File: src/rtl/rpu_pkg.sv
// rpu_pkg
//   Shared definitions for the RPU routing blocks. The defaults here are the
//   values used by the spike arbiter, the axon interface and the controller,
//   so that the source-ID width stays consistent across the routing path.
//
//   Contents:
//     NUM_SRC     : default number of neuron cores feeding the arbiter
//     ID_W        : source-ID width (2**ID_W >= NUM_SRC)
//     CNT_W       : width of the saturating drop counter
//     DROP_MAX    : saturation value of the drop counter for CNT_W
//     out_state_e : state of the arbiter's registered output slot
package rpu_pkg;

  localparam int NUM_SRC = 4;
  localparam int ID_W    = 4;
  localparam int CNT_W   = 8;

  localparam logic [CNT_W-1:0] DROP_MAX = {CNT_W{1'b1}};

  // EMPTY: no event presented (out_valid = 0)
  // FULL : an event is presented and waits for out_ready
  typedef enum logic {
    OUT_EMPTY = 1'b0,
    OUT_FULL  = 1'b1
  } out_state_e;

endpackage

File: src/rtl/rr_priority_select.sv
// rr_priority_select
//   Combinational round-robin selector. The request vector is rotated so
//   that position ptr lands at bit 0, the lowest set bit is found, and the
//   resulting offset is mapped back to an absolute requester index.
//
//   Ports:
//     req     in  [NUM_SRC-1:0] : request vector
//     ptr     in  [ID_W-1:0]    : index with highest priority (< NUM_SRC)
//     gnt_idx out [ID_W-1:0]    : selected requester (0 when gnt_any = 0)
//     gnt_any out               : at least one request is set
module rr_priority_select #(
  parameter int NUM_SRC = 4,
  parameter int ID_W    = 4
) (
  input  logic [NUM_SRC-1:0] req,
  input  logic [ID_W-1:0]    ptr,
  output logic [ID_W-1:0]    gnt_idx,
  output logic               gnt_any
);

  logic [2*NUM_SRC-1:0] req_dbl;
  logic [NUM_SRC-1:0]   rot;
  int                   first;
  int                   sum;

  // Doubling the vector turns the wrap-around rotate into a plain shift:
  // rot[j] = req[(j + ptr) mod NUM_SRC].
  assign req_dbl = {req, req};
  assign rot     = NUM_SRC'(req_dbl >> ptr);

  always_comb begin
    gnt_any = 1'b0;
    first   = 0;
    for (int j = 0; j < NUM_SRC; j++) begin
      if (rot[j] && !gnt_any) begin
        gnt_any = 1'b1;
        first   = j;
      end
    end
    // Unrotate: offset from ptr back to absolute index, wrapping once.
    sum = first + int'(ptr);
    if (sum >= NUM_SRC) begin
      sum = sum - NUM_SRC;
    end
    gnt_idx = gnt_any ? ID_W'(sum) : '0;
  end

endmodule

File: src/rtl/spike_arbiter.sv
// spike_arbiter
//   Round-robin scheduler sharing the single axon routing path among NUM_SRC
//   neuron cores. One-cycle spike pulses are latched as pending events; one
//   pending event per cycle is granted into a registered output slot that
//   carries the source ID to the axon interface.
//
//   Handshake: an event transfers on a rising edge where out_valid = 1 and
//   out_ready = 1. Once out_valid is raised, out_valid and out_src_id hold
//   until that transfer. out_valid is a register output and never depends
//   combinationally on out_ready; out_ready may depend on out_valid.
//
//   Ports:
//     clk        in                : rising-edge clock
//     rst        in                : synchronous, active-low reset
//     spike_in   in  [NUM_SRC-1:0] : per-core spike pulses
//     enable     in                : 0 blocks new grants (capture continues)
//     out_ready  in                : axon interface accepts the event
//     out_valid  out               : out_src_id holds a granted event
//     out_src_id out [ID_W-1:0]    : index of the granted core
//     pending    out [NUM_SRC-1:0] : latched, not-yet-granted events
//     drop_count out [CNT_W-1:0]   : events lost to overrun, saturating
//     busy       out               : |pending or out_valid
//     dbg_state  out               : output-slot FSM state
module spike_arbiter
  import rpu_pkg::*;
#(
  parameter int NUM_SRC = rpu_pkg::NUM_SRC,
  parameter int ID_W    = rpu_pkg::ID_W,
  parameter int CNT_W   = rpu_pkg::CNT_W
) (
  input  logic               clk,
  input  logic               rst,
  input  logic [NUM_SRC-1:0] spike_in,
  input  logic               enable,
  input  logic               out_ready,
  output logic               out_valid,
  output logic [ID_W-1:0]    out_src_id,
  output logic [NUM_SRC-1:0] pending,
  output logic [CNT_W-1:0]   drop_count,
  output logic               busy,
  output out_state_e         dbg_state
);

  // Wide enough to add up to 16 overruns to a saturated counter.
  localparam int                 SUM_W    = CNT_W + 5;
  localparam logic [CNT_W-1:0]   CNT_MAX  = {CNT_W{1'b1}};

  out_state_e         state;
  out_state_e         state_nxt;
  logic [ID_W-1:0]    rr_ptr;
  logic [ID_W-1:0]    rr_ptr_nxt;
  logic [NUM_SRC-1:0] pending_nxt;
  logic [ID_W-1:0]    out_src_id_nxt;
  logic [CNT_W-1:0]   drop_count_nxt;

  logic               slot_free;
  logic               do_grant;
  logic [ID_W-1:0]    gnt_idx;
  logic               gnt_any;
  logic [NUM_SRC-1:0] gnt_mask;
  logic [NUM_SRC-1:0] overrun;
  logic [SUM_W-1:0]   drop_sum;

  rr_priority_select #(
    .NUM_SRC (NUM_SRC),
    .ID_W    (ID_W)
  ) u_select (
    .req     (pending),
    .ptr     (rr_ptr),
    .gnt_idx (gnt_idx),
    .gnt_any (gnt_any)
  );

  assign out_valid = (state == OUT_FULL);
  assign busy      = (|pending) | out_valid;
  assign dbg_state = state;

  // The slot can take a new event when empty or when the presented event is
  // leaving this cycle. Grants use registered pending only, so a spike that
  // arrives this cycle is never granted in the same cycle.
  assign slot_free = !out_valid || out_ready;
  assign do_grant  = slot_free && enable && gnt_any;

  always_comb begin
    gnt_mask = '0;
    for (int i = 0; i < NUM_SRC; i++) begin
      gnt_mask[i] = do_grant && (gnt_idx == ID_W'(i));
    end
  end

  // A spike on the granted line re-arms it as a fresh event; a spike on any
  // other line that is still pending is lost.
  assign pending_nxt = (pending & ~gnt_mask) | spike_in;
  assign overrun     = spike_in & pending & ~gnt_mask;

  always_comb begin
    drop_sum = SUM_W'(drop_count);
    for (int i = 0; i < NUM_SRC; i++) begin
      drop_sum = drop_sum + SUM_W'(overrun[i]);
    end
    if (drop_sum > SUM_W'(CNT_MAX)) begin
      drop_count_nxt = CNT_MAX;
    end else begin
      drop_count_nxt = drop_sum[CNT_W-1:0];
    end
  end

  always_comb begin
    rr_ptr_nxt     = rr_ptr;
    out_src_id_nxt = out_src_id;
    if (do_grant) begin
      out_src_id_nxt = gnt_idx;
      if (gnt_idx == ID_W'(NUM_SRC - 1)) begin
        rr_ptr_nxt = '0;
      end else begin
        rr_ptr_nxt = gnt_idx + ID_W'(1);
      end
    end
  end

  // Output-slot FSM next state.
  always_comb begin
    state_nxt = state;
    case (state)
      OUT_EMPTY: begin
        if (do_grant) begin
          state_nxt = OUT_FULL;
        end
      end
      OUT_FULL: begin
        if (out_ready && !do_grant) begin
          state_nxt = OUT_EMPTY;
        end
      end
      default: state_nxt = OUT_EMPTY;
    endcase
  end

  // Reset discards everything, including an event mid-handshake.
  always_ff @(posedge clk) begin
    if (!rst) begin
      state      <= OUT_EMPTY;
      rr_ptr     <= '0;
      pending    <= '0;
      out_src_id <= '0;
      drop_count <= '0;
    end else begin
      state      <= state_nxt;
      rr_ptr     <= rr_ptr_nxt;
      pending    <= pending_nxt;
      out_src_id <= out_src_id_nxt;
      drop_count <= drop_count_nxt;
    end
  end

endmodule
File: config.mk
export PLATFORM = sky130hd
export DESIGN_NAME = spike_arbiter
export DESIGN_NICKNAME = d
export VERILOG_FILES = /design/src/rtl/rpu_pkg.sv /design/src/rtl/rr_priority_select.sv /design/src/rtl/spike_arbiter.sv
export SDC_FILE = /design/constraint.sdc
export NUM_CORES = 1
export LEC_CHECK = 0
export CAP_MARGIN = 20
export CORE_ASPECT_RATIO = 1.1
export CORE_MARGIN = 3
export CORE_UTILIZATION = 49
export CTS_BUF_LIST = sky130_fd_sc_hd__clkbuf_4 sky130_fd_sc_hd__clkbuf_8
export CTS_CLUSTER_SIZE = 8
export DETAILED_ROUTE_END_ITERATION = 7
export PLACE_DENSITY = 0.78
export SYNTH_ARGS = -nofsm -noshare
export SYNTH_HDL_FRONTEND = slang
export SYNTH_HIERARCHICAL = 1
export SYNTH_SLANG_ARGS = --single-unit
File: constraint.sdc
create_clock -name clk -period 4.8 [get_ports clk]
set_input_delay 0.72 -clock clk [delete_from_list [all_inputs] [get_ports clk]]
set_output_delay 0.72 -clock clk [all_outputs]
set_load 0.1 [all_outputs]
==> metrics.md, run 1 <==
| Metric | Value |
|---|---|
| Clock share of power | `between 7 and 8%` |
| R2r endpoint | `drop_count[7]$_SDFF_PN0_` |
| CTS Buf Count | `3` |
| Maximum clock frequency | `199.9 MHz` |
| Post-synth EDFFs | `0` |
| Synth async-reset ratio | `0%` |
| Slew margin rel. | `33.34%` |
| Drt drc | `0` |
| Hpwl dp | `3.175 mm` |
| Placed Cells incl. Taps | `248` |
| Worst slew pin tran | `0.9968 ns` |
| Number of synthesized register bits | `21` |
| Kind of critical path | `register to register` |
| Vias in the first global route | `1486` |
| Logic pwr share | `72.5%` |
| Final hold violation count | `0` |
| Switch Pwr | `0.6051 mW` |
| Final TNS setup | `-1.267 ns` |
| Sink Count | `21` |
| Syn Area/Cell | `8.673 um2` |
| Hold path depth | `2` |
| Number of port buffers | `26` |
| Post-synthesis cell area | `between 1500 and 2000 um2` |
| RSZ-0062 raised after global routing | `true` |
| Die X-Extent | `59.07 um` |
| Synth warnings | `6` |
| Row count | `20` |
| Most used DFF post-synth | `dfxtp_1` |
| DR vias/cell | `5.776` |
| DRT Pass-1 Iters | `4` |
| Initial Utilization | `53.20%` |
| Final std cells w/o fill | `255` |
| Crit end category | `register` |
| Final min period | `5.002 ns` |
| Power share of the sequential group | `~20%` |
| Worst hold path class | `register to register` |
| Internal power | `between 0.6 and 0.7 mW` |
| Worst vdd ir | `0.3763 mV` |
| Diode count | `0` |
| Hold slack final | `0.4882 ns` |
| DRT Wirelength | `4.039 mm` |
| I/O pin total | `27` |
| WL/cell | `15.84 um` |
| Final Setup Violations | `8` |
| Die ar. | `3802 um2` |
| Arrival @ worst endpoint | `5.20 ns` |
| Status | `finished with violations` |
| Hold Path End | `out_src_id[1]$_SDFFE_PN0P_` |
| Worst-Skew Late Latency | `0.29 ns` |
| Syn Nets | `196` |
| Max FO, Critical Path | `4` |
| Final ANT Viol Nets | `0` |
| Final Max Slew Viols | `0` |
| H-tree depth | `1` |
| MaxCap Viol Count | `0` |
| Fin crit share | `104.2%` |
| CTS tree | `built` |
| Final RePlAce weighted congestion | `0.8198` |
| Initial antenna violation count | `0` |
| Critical R2R Launch | `rr_ptr[0]$_SDFFE_PN0P_` |
| DR vias | `1473` |
| Clock Skew | `0.003087 ns` |
| CP required | `4.99 ns` |
| Grt ovf | `0` |
| Sequential area share after synthesis | `27.70%` |
| Worst hold path startpoint | `out_src_id[1]$_SDFFE_PN0P_` |
| Area grow syn2layout | `36.03%` |
| Initial DRC count | `62` |
| Setup WS post-layout | `-0.2025 ns` |
| Total power | `1.216 mW` |
| Net Sw Frac | `49.77%` |
| Library cells used by synthesis | `50` |
| Final core utilization | `between 70% and 80%` |
| Pin count of the biggest net entering global routing | `13` |
| NumNets Final | `244` |
| Violated checks | `setup timing` |
| Synth Instances | `around 180` |
| Power Density | `588.9 nW/um2` |
| First-pass GRT wire length | `6.630 mm` |
| R2R Setup Slk | `-0.20 ns` |
| CTS Buffer Depth | `2` |
| Total track usage | `between 20% and 30%` |
| Die Ht | `64.37 um` |
| Core footprint | `2853 um2` |
| Nature of the critical path startpoint | `register` |
| Layout cells sized above 1 | `approximately 28%` |
| Root Buffer | `clkbuf_4` |
| R2R depth | `20` |
| Cell leakage power | `0.8338 nW` |
| Clock Pin Slew Worst Setup and Hold Paths | `~0.11 ns` |
synthesized netlist by cell type (2+ instances only):
library cell  count  share of area (%)
a21o_1            2               0.99
a21oi_1          13                4.3
a311oi_1          3                1.7
a31oi_1           6                2.5
and2_1            5                2.1
buf_4             3                1.5
clkbuf_1          3               0.74
dfxtp_1          21                 28
fa_1              4                5.3
ha_1              9                7.4
inv_1            19                4.7
mux2_2            2                1.5
mux2i_1           2                1.3
nand2_1           8                2.0
nand3_1           9                3.0
nand3b_1          2               0.99
nand4_1           2               0.82
nor2_1            3               0.74
nor2b_1           4                1.6
nor3_1            5                1.6
o211ai_2          2                1.6
o21a_1            6                3.0
o21ai_0          13                4.3
xnor2_1           2                1.2
xor2_1            2                1.2
layout by cell type (no fill, tap or decap), types with 2 or more instances in the layout:
cell / instances
nand3b_1: 2
nand2_1: 8
ha_1: 6
and2_4: 2
nor2_1: 2
a311oi_1: 2
ha_2: 3
clkbuf_4: 4
a21o_1: 2
clkdlybuf4s50_1: 26
xor2_1: 2
and2_1: 3
dfxtp_1: 16
nand4_1: 2
fa_2: 3
nand3_1: 9
nor3_1: 4
nor2b_1: 4
dfxtp_4: 5
inv_1: 16
inv_2: 3
buf_4: 25
a21oi_1: 13
mux2i_1: 2
a31oi_1: 6
o21ai_0: 11
o211ai_2: 2
o21a_1: 6
registers in the layout, summed over array words and instances, names as in the netlist:
signal / cells
pending: 4
drop_count: 8
out_src_id: 4
rr_ptr: 4
dbg_state: 1
final cells by class:
cell class / count / area, um2
clock buffers: 4 / 30.03
fillers: 218 / 788.3
inverters: 19 / 71.32
multi-input cells: 127 / 1035
flip-flops and latches: 21 / 439.2
well taps: 33 / 41.29
repair buffers: 51 / 447.9
critical path, stage by stage (launching register included):
cell,delay (ns)
dfxtp_4,0.38
mux4_2,0.53
a311oi_2,0.25
ha_2,0.24
inv_2,0.04
fa_2,0.36
xnor2_2,0.15
ha_2,0.18
nand3b_1,0.12
o211ai_1,0.12
mux2i_1,0.13
and2_4,0.17
buf_4,0.12
buf_4,0.12
or3b_1,0.36
o311a_1,0.33
fa_2,0.38
fa_2,0.36
nand4_1,0.18
a21oi_1,0.11
mux2_4,0.27
stage by stage:
stage | instance area, um2 | setup slack [ns]
2_1_floorplan | 1578 | -0.1497
3_3_place_gp | 1991 | -0.08506
3_5_place_dp | 1991 | -0.2957
4_1_cts | 2048 | -0.2719
5_1_grt | 2064 | -0.4129
6_report | 2064 | -0.2025
routing by layer:
metal,vias up,track usage (%),share of wire [%]
met3,9,1.616,2.1
met2,31,42.82,57
li1,728,-,-
met5,-,0,0
met4,0,6.799,2.2
met1,705,24.63,39
logic make-up after synthesis:
logic type               after synthesis  synth area share, %
multiplexers                           5                4.287
AND/OR/NAND/NOR                       49                19.62
buffers and inverters                 27                7.996
AO/OA/AOI/OAI                         56                25.39
XOR/XNOR                               4                2.309
adder cells (fa/ha/maj)               13                12.70
flip-flops                            21                27.70
worst max path at each step:
stage                                      start                        to  slack, ns  cells after the start
after global routing      rr_ptr[0]$_SDFFE_PN0P_  drop_count[7]$_SDFF_PN0_      -0.41                     20
after detailed placement  rr_ptr[0]$_SDFFE_PN0P_  drop_count[6]$_SDFF_PN0_      -0.30                     20
final                     rr_ptr[0]$_SDFFE_PN0P_  drop_count[7]$_SDFF_PN0_      -0.20                     20
after CTS                 rr_ptr[0]$_SDFFE_PN0P_  drop_count[7]$_SDFF_PN0_      -0.27                     20
after floorplan            pending[2]$_SDFF_PN0_  drop_count[6]$_SDFF_PN0_      -0.15                     22
after global placement    rr_ptr[0]$_SDFFE_PN0P_  drop_count[6]$_SDFF_PN0_      -0.09                     20
power groups by stage:
stage	clock, mW	combinational [mW]	sequential, mW
floorplan	0	0.441	0.404
global placement	0	0.814	0.245
detailed placement	0	0.842	0.248
CTS	0.0919	0.866	0.245
global route	0.0992	0.936	0.253
finish	0.0881	0.882	0.246
timing repair:
| item | 4_1_cts | 5_1_grt |
|---|---|---|
| setup endpoints to repair | 8 | 8 |
| endpoints found under the hold margin | 0 | 0 |
| pin swaps | 13 | 5 |
| gates resized for setup | 4 | 4 |
| buffers inserted | 2 | 1 |
| hold buffers | 0 | 0 |
Note: power is estimated with default switching activity, not from simulation.
==> run 2: changes to the inputs <==
--- a/config.mk
+++ b/config.mk
@@ -5,6 +5,7 @@
 export SDC_FILE = /design/constraint.sdc
 export NUM_CORES = 1
 export LEC_CHECK = 0
+export ABC_AREA = 1
 export CAP_MARGIN = 20
 export CORE_ASPECT_RATIO = 1.1
 export CORE_MARGIN = 3
==> run 2 against run 1 <==
  * The flow now finishes without violations
  * Setup slack better by 0.23 ns
  * Clock skew increased by 0.011 ns
  * Synthesized cell count increased by 27%
  * Flip-flop and latch count is the same
  * Global-route usage shrank 2.2 points
  * Critical path type unchanged
  * Largest cell class unchanged
==> metrics.md, run 2 <==
| Metric | Value |
|---|---|
| Finished Cell Area | `2138 um2 (was 2064 um2)` |
| R2R Setup Slk | `0.02 ns (was -0.20 ns)` |
| Hold path depth | `2 (unchanged)` |
| Synth Instances | `222 (was 175)` |
| Final ANT Viol Nets | `0 (unchanged)` |
| Hold Path End | `out_src_id[0]$_SDFFE_PN0P_ (was out_src_id[1]$_SDFFE_PN0P_)` |
| Library cells used by synthesis | `25 (was 50)` |
| WL/cell | `11.64 um (was 15.84 um)` |
| Kind of critical path | `register to register (unchanged)` |
| Placed cell areas | `1977 um2 (was 1991 um2)` |
| Count leader, synth | `nand2_1 (was dfxtp_1)` |
| Synth top area cells | `dfxtp_1 (28%), nand2_1 (13%), inv_1 (8.9%), ha_1 (7.4%), nand3_1 (5.6%) (was dfxtp_1 (28%), ha_1 (7.4%), fa_1 (5.3%), inv_1 (4.7%), a21oi_1 (4.3%))` |
| Synth async-reset ratio | `0% (unchanged)` |
| CTS tree | `built (unchanged)` |
| DR vias/cell | `5.049 (was 5.776)` |
| Post-synth EDFFs | `0 (unchanged)` |
| MaxCap Viol Count | `0 (unchanged)` |
| Row count | `20 (unchanged)` |
| Post-synthesis cell area | `1520 um2 (was 1518 um2)` |
| Most used DFF post-synth | `dfxtp_1 (unchanged)` |
| Area grow syn2layout | `40.66% (was 36.03%)` |
| CTS Buffer Depth | `2 (unchanged)` |
| Fin crit share | `99.49% (was 104.2%)` |
| Max FO, Critical Path | `7 (was 4)` |
| Sink Count | `21 (unchanged)` |
| Number of port buffers | `26 (unchanged)` |
| Die Ht | `64.42 um (was 64.37 um)` |
| Final min period | `4.775 ns (was 5.002 ns)` |
| Pin count of the biggest net entering global routing | `13 (unchanged)` |
| R2R depth | `31 (was 20)` |
| Synth warnings | `6 (unchanged)` |
| Nature of the critical path startpoint | `register (unchanged)` |
| Clock Pin Slew Worst Setup and Hold Paths | `0.13 ns (was 0.11 ns)` |
| Worst slew pin tran | `0.9940 ns (was 0.9968 ns)` |
| Crit-path slowest cell | `fa_1 (was mux4_2)` |
| Worst hold path startpoint | `out_src_id[0]$_SDFFE_PN0P_ (was out_src_id[1]$_SDFFE_PN0P_)` |
| Die ar. | `3808 um2 (was 3802 um2)` |
| Root Buffer | `clkbuf_4 (unchanged)` |
| Reg with most FFs | `drop_count (unchanged)` |
| Flip-flop count of the largest register after layout | `8 (unchanged)` |
| Critical R2R Launch | `rr_ptr[0]$_SDFFE_PN0P_ (unchanged)` |
| Sequential area share after synthesis | `27.65% (was 27.70%)` |
| Initial Utilization | `53.29% (was 53.20%)` |
| Most common cell after layout, fill and taps aside | `nand2_1 (was clkdlybuf4s50_1)` |
| DRT Wirelength | `3.549 mm (was 4.039 mm)` |
| Crit-path max cell delay | `0.49 ns (was 0.53 ns)` |
| Vias in the first global route | `1429 (was 1486)` |
| Final RePlAce weighted congestion | `0.8026 (was 0.8198)` |
| Hpwl dp | `2.567 mm (was 3.175 mm)` |
| Post-synth top area share | `27.65% (was 27.70%)` |
| Worst-Skew Late Latency | `0.31 ns (was 0.29 ns)` |
| R2r endpoint | `drop_count[7]$_SDFF_PN0_ (unchanged)` |
| Initial DRC count | `59 (was 62)` |
| H-tree depth | `1 (unchanged)` |
| Diode count | `0 (unchanged)` |
| Cell taking the most area after synthesis | `dfxtp_1 (unchanged)` |
| Hold buffer count at cts | `0 (unchanged)` |
| Most frequent cells in the layout | `nand2_1 (46), inv_1 (32), clkdlybuf4s50_1 (26) (was clkdlybuf4s50_1 (26), buf_4 (25), inv_1 (16), dfxtp_1 (16), a21oi_1 (13))` |
| Core footprint | `2853 um2 (unchanged)` |
| Slew margin rel. | `33.53% (was 33.34%)` |
| Crit end category | `register (unchanged)` |
| Final hold violation count | `0 (unchanged)` |
| RSZ-0062 raised after global routing | `true (unchanged)` |
| Layout cells sized above 1 | `31.99% (was 28.38%)` |
| Arrival @ worst endpoint | `4.99 ns (was 5.20 ns)` |
| DR vias | `1540 (was 1473)` |
| Initial antenna violation count | `0 (unchanged)` |
| I/O pin total | `27 (unchanged)` |
| Worst hold path class | `register to register (unchanged)` |
| CP required | `5.01 ns (was 4.99 ns)` |
| Most frequent cells after synthesis | `nand2_1 (52), inv_1 (36), dfxtp_1 (21) (was dfxtp_1 (21), inv_1 (19), a21oi_1 (13), o21ai_0 (13))` |
| Final Max Slew Viols | `0 (unchanged)` |
| Clock Skew | `0.01440 ns (was 0.003087 ns)` |
| First-pass GRT wire length | `6.037 mm (was 6.630 mm)` |
| Grt ovf | `0 (unchanged)` |
| DRT Pass-1 Iters | `4 (unchanged)` |
| Syn Nets | `243 (was 196)` |
| Syn Area/Cell | `6.848 um2 (was 8.673 um2)` |
| Die X-Extent | `59.11 um (was 59.07 um)` |
| Number of synthesized register bits | `21 (unchanged)` |
| NumNets Final | `294 (was 244)` |
| Status | `complete, no violations (was finished with violations)` |
| Drt drc | `0 (unchanged)` |
| Total track usage | `19.98% (was 22.14%)` |
| CTS Buf Count | `3 (unchanged)` |
| Final Setup Violations | `0 (was 8)` |
| Maximum clock frequency | `209.4 MHz (was 199.9 MHz)` |
==> run 2: worst max path at each step <==
| stage | startpoint | endpoint | slack (ns) | cells after the start |
|---|---|---|---|---|
| after floorplan | pending[0]$_SDFF_PN0_ | drop_count[7]$_SDFF_PN0_ | -0.09 | 30 |
| after global placement | rr_ptr[0]$_SDFFE_PN0P_ | drop_count[7]$_SDFF_PN0_ | -0.1 | 30 |
| after detailed placement | rr_ptr[0]$_SDFFE_PN0P_ | drop_count[7]$_SDFF_PN0_ | -0.20 | 31 |
| after CTS | rr_ptr[0]$_SDFFE_PN0P_ | drop_count[7]$_SDFF_PN0_ | -0.01 | 30 |
| after global routing | rr_ptr[0]$_SDFFE_PN0P_ | drop_count[7]$_SDFF_PN0_ | -0.31 | 30 |
| final | rr_ptr[0]$_SDFFE_PN0P_ | drop_count[7]$_SDFF_PN0_ | 0.02 | 31 |
==> run 2: final cells by class <==
cell class | count | area [um2]
Multi-Input combinational cell | 157 | 1026
Fill cell | 216 | 714.4
Timing Repair Buffer | 49 | 444.2
Sequential cell | 21 | 440.4
Inverter | 41 | 156.4
Tap cell | 33 | 41.29
Clock buffer | 4 | 30.03
==> run 2: logic make-up (layout without fill, tap and decap cells) <==
kind of cell               count (synthesis)  in the layout  share of synthesized area, %
DFF                                       21             21                         27.65
buffers and inverters                     44             94                         11.44
xor gates and xnor gates                   5              5                         2.881
and+or+nand+nor                          111            111                         35.80
adders and majority gates                 13             13                         12.68
AOI/OAI and AO/OA                         28             28                         9.547
==> run 2: per-layer routing <==
metal | routed length [um] | vias up | global-route usage [%] | part of all wire (%)
met5 | 0 | - | 0 | 0
met4 | 38 | 0 | 6.799 | 1.1
met3 | 202 | 4 | 4.781 | 5.7
met2 | 1702 | 37 | 30.94 | 48
met1 | 1606 | 706 | 26.91 | 45
li1 | - | 793 | - | -
==> run 2: what timing repair did <==
item | 4_1_cts | 5_1_grt
setup buffers | 4 | 4
endpoints found under the setup margin | 8 | 8
gates resized for setup | 7 | 17
pin swaps | 8 | 11
==> run 2: through the flow <==
stage,setup slack (ns),setup TNS (ns),utilization (%),instances,hold slack (ns)
final,0.02458,0,74.96,305,0.4876
after detailed placement,-0.1994,-0.6284,69.30,293,0.4699
after CTS,-0.01406,-0.01694,71.89,301,0.4877
after global placement,-0.09926,-0.2108,69.30,293,0.4517
after floorplan,-0.09179,-0.1038,-,222,0.4835
after global routing,-0.3083,-1.597,74.96,305,0.5104
==> run 2: critical path: cells and delay by family (launching register included) <==
family	cells	cell delay, ns
AOI/OAI and AO/OA	2	0.20
xor gates and xnor gates	1	0.19
adders and majority gates	6	1.94
buffers and inverters	4	0.29
DFF	1	0.40
and+or+nand+nor	18	1.65
Power of run 2 is left out: the tool's default activity adds up to more than one toggle a clock period on the data nets, which glitch-free logic cannot reach.
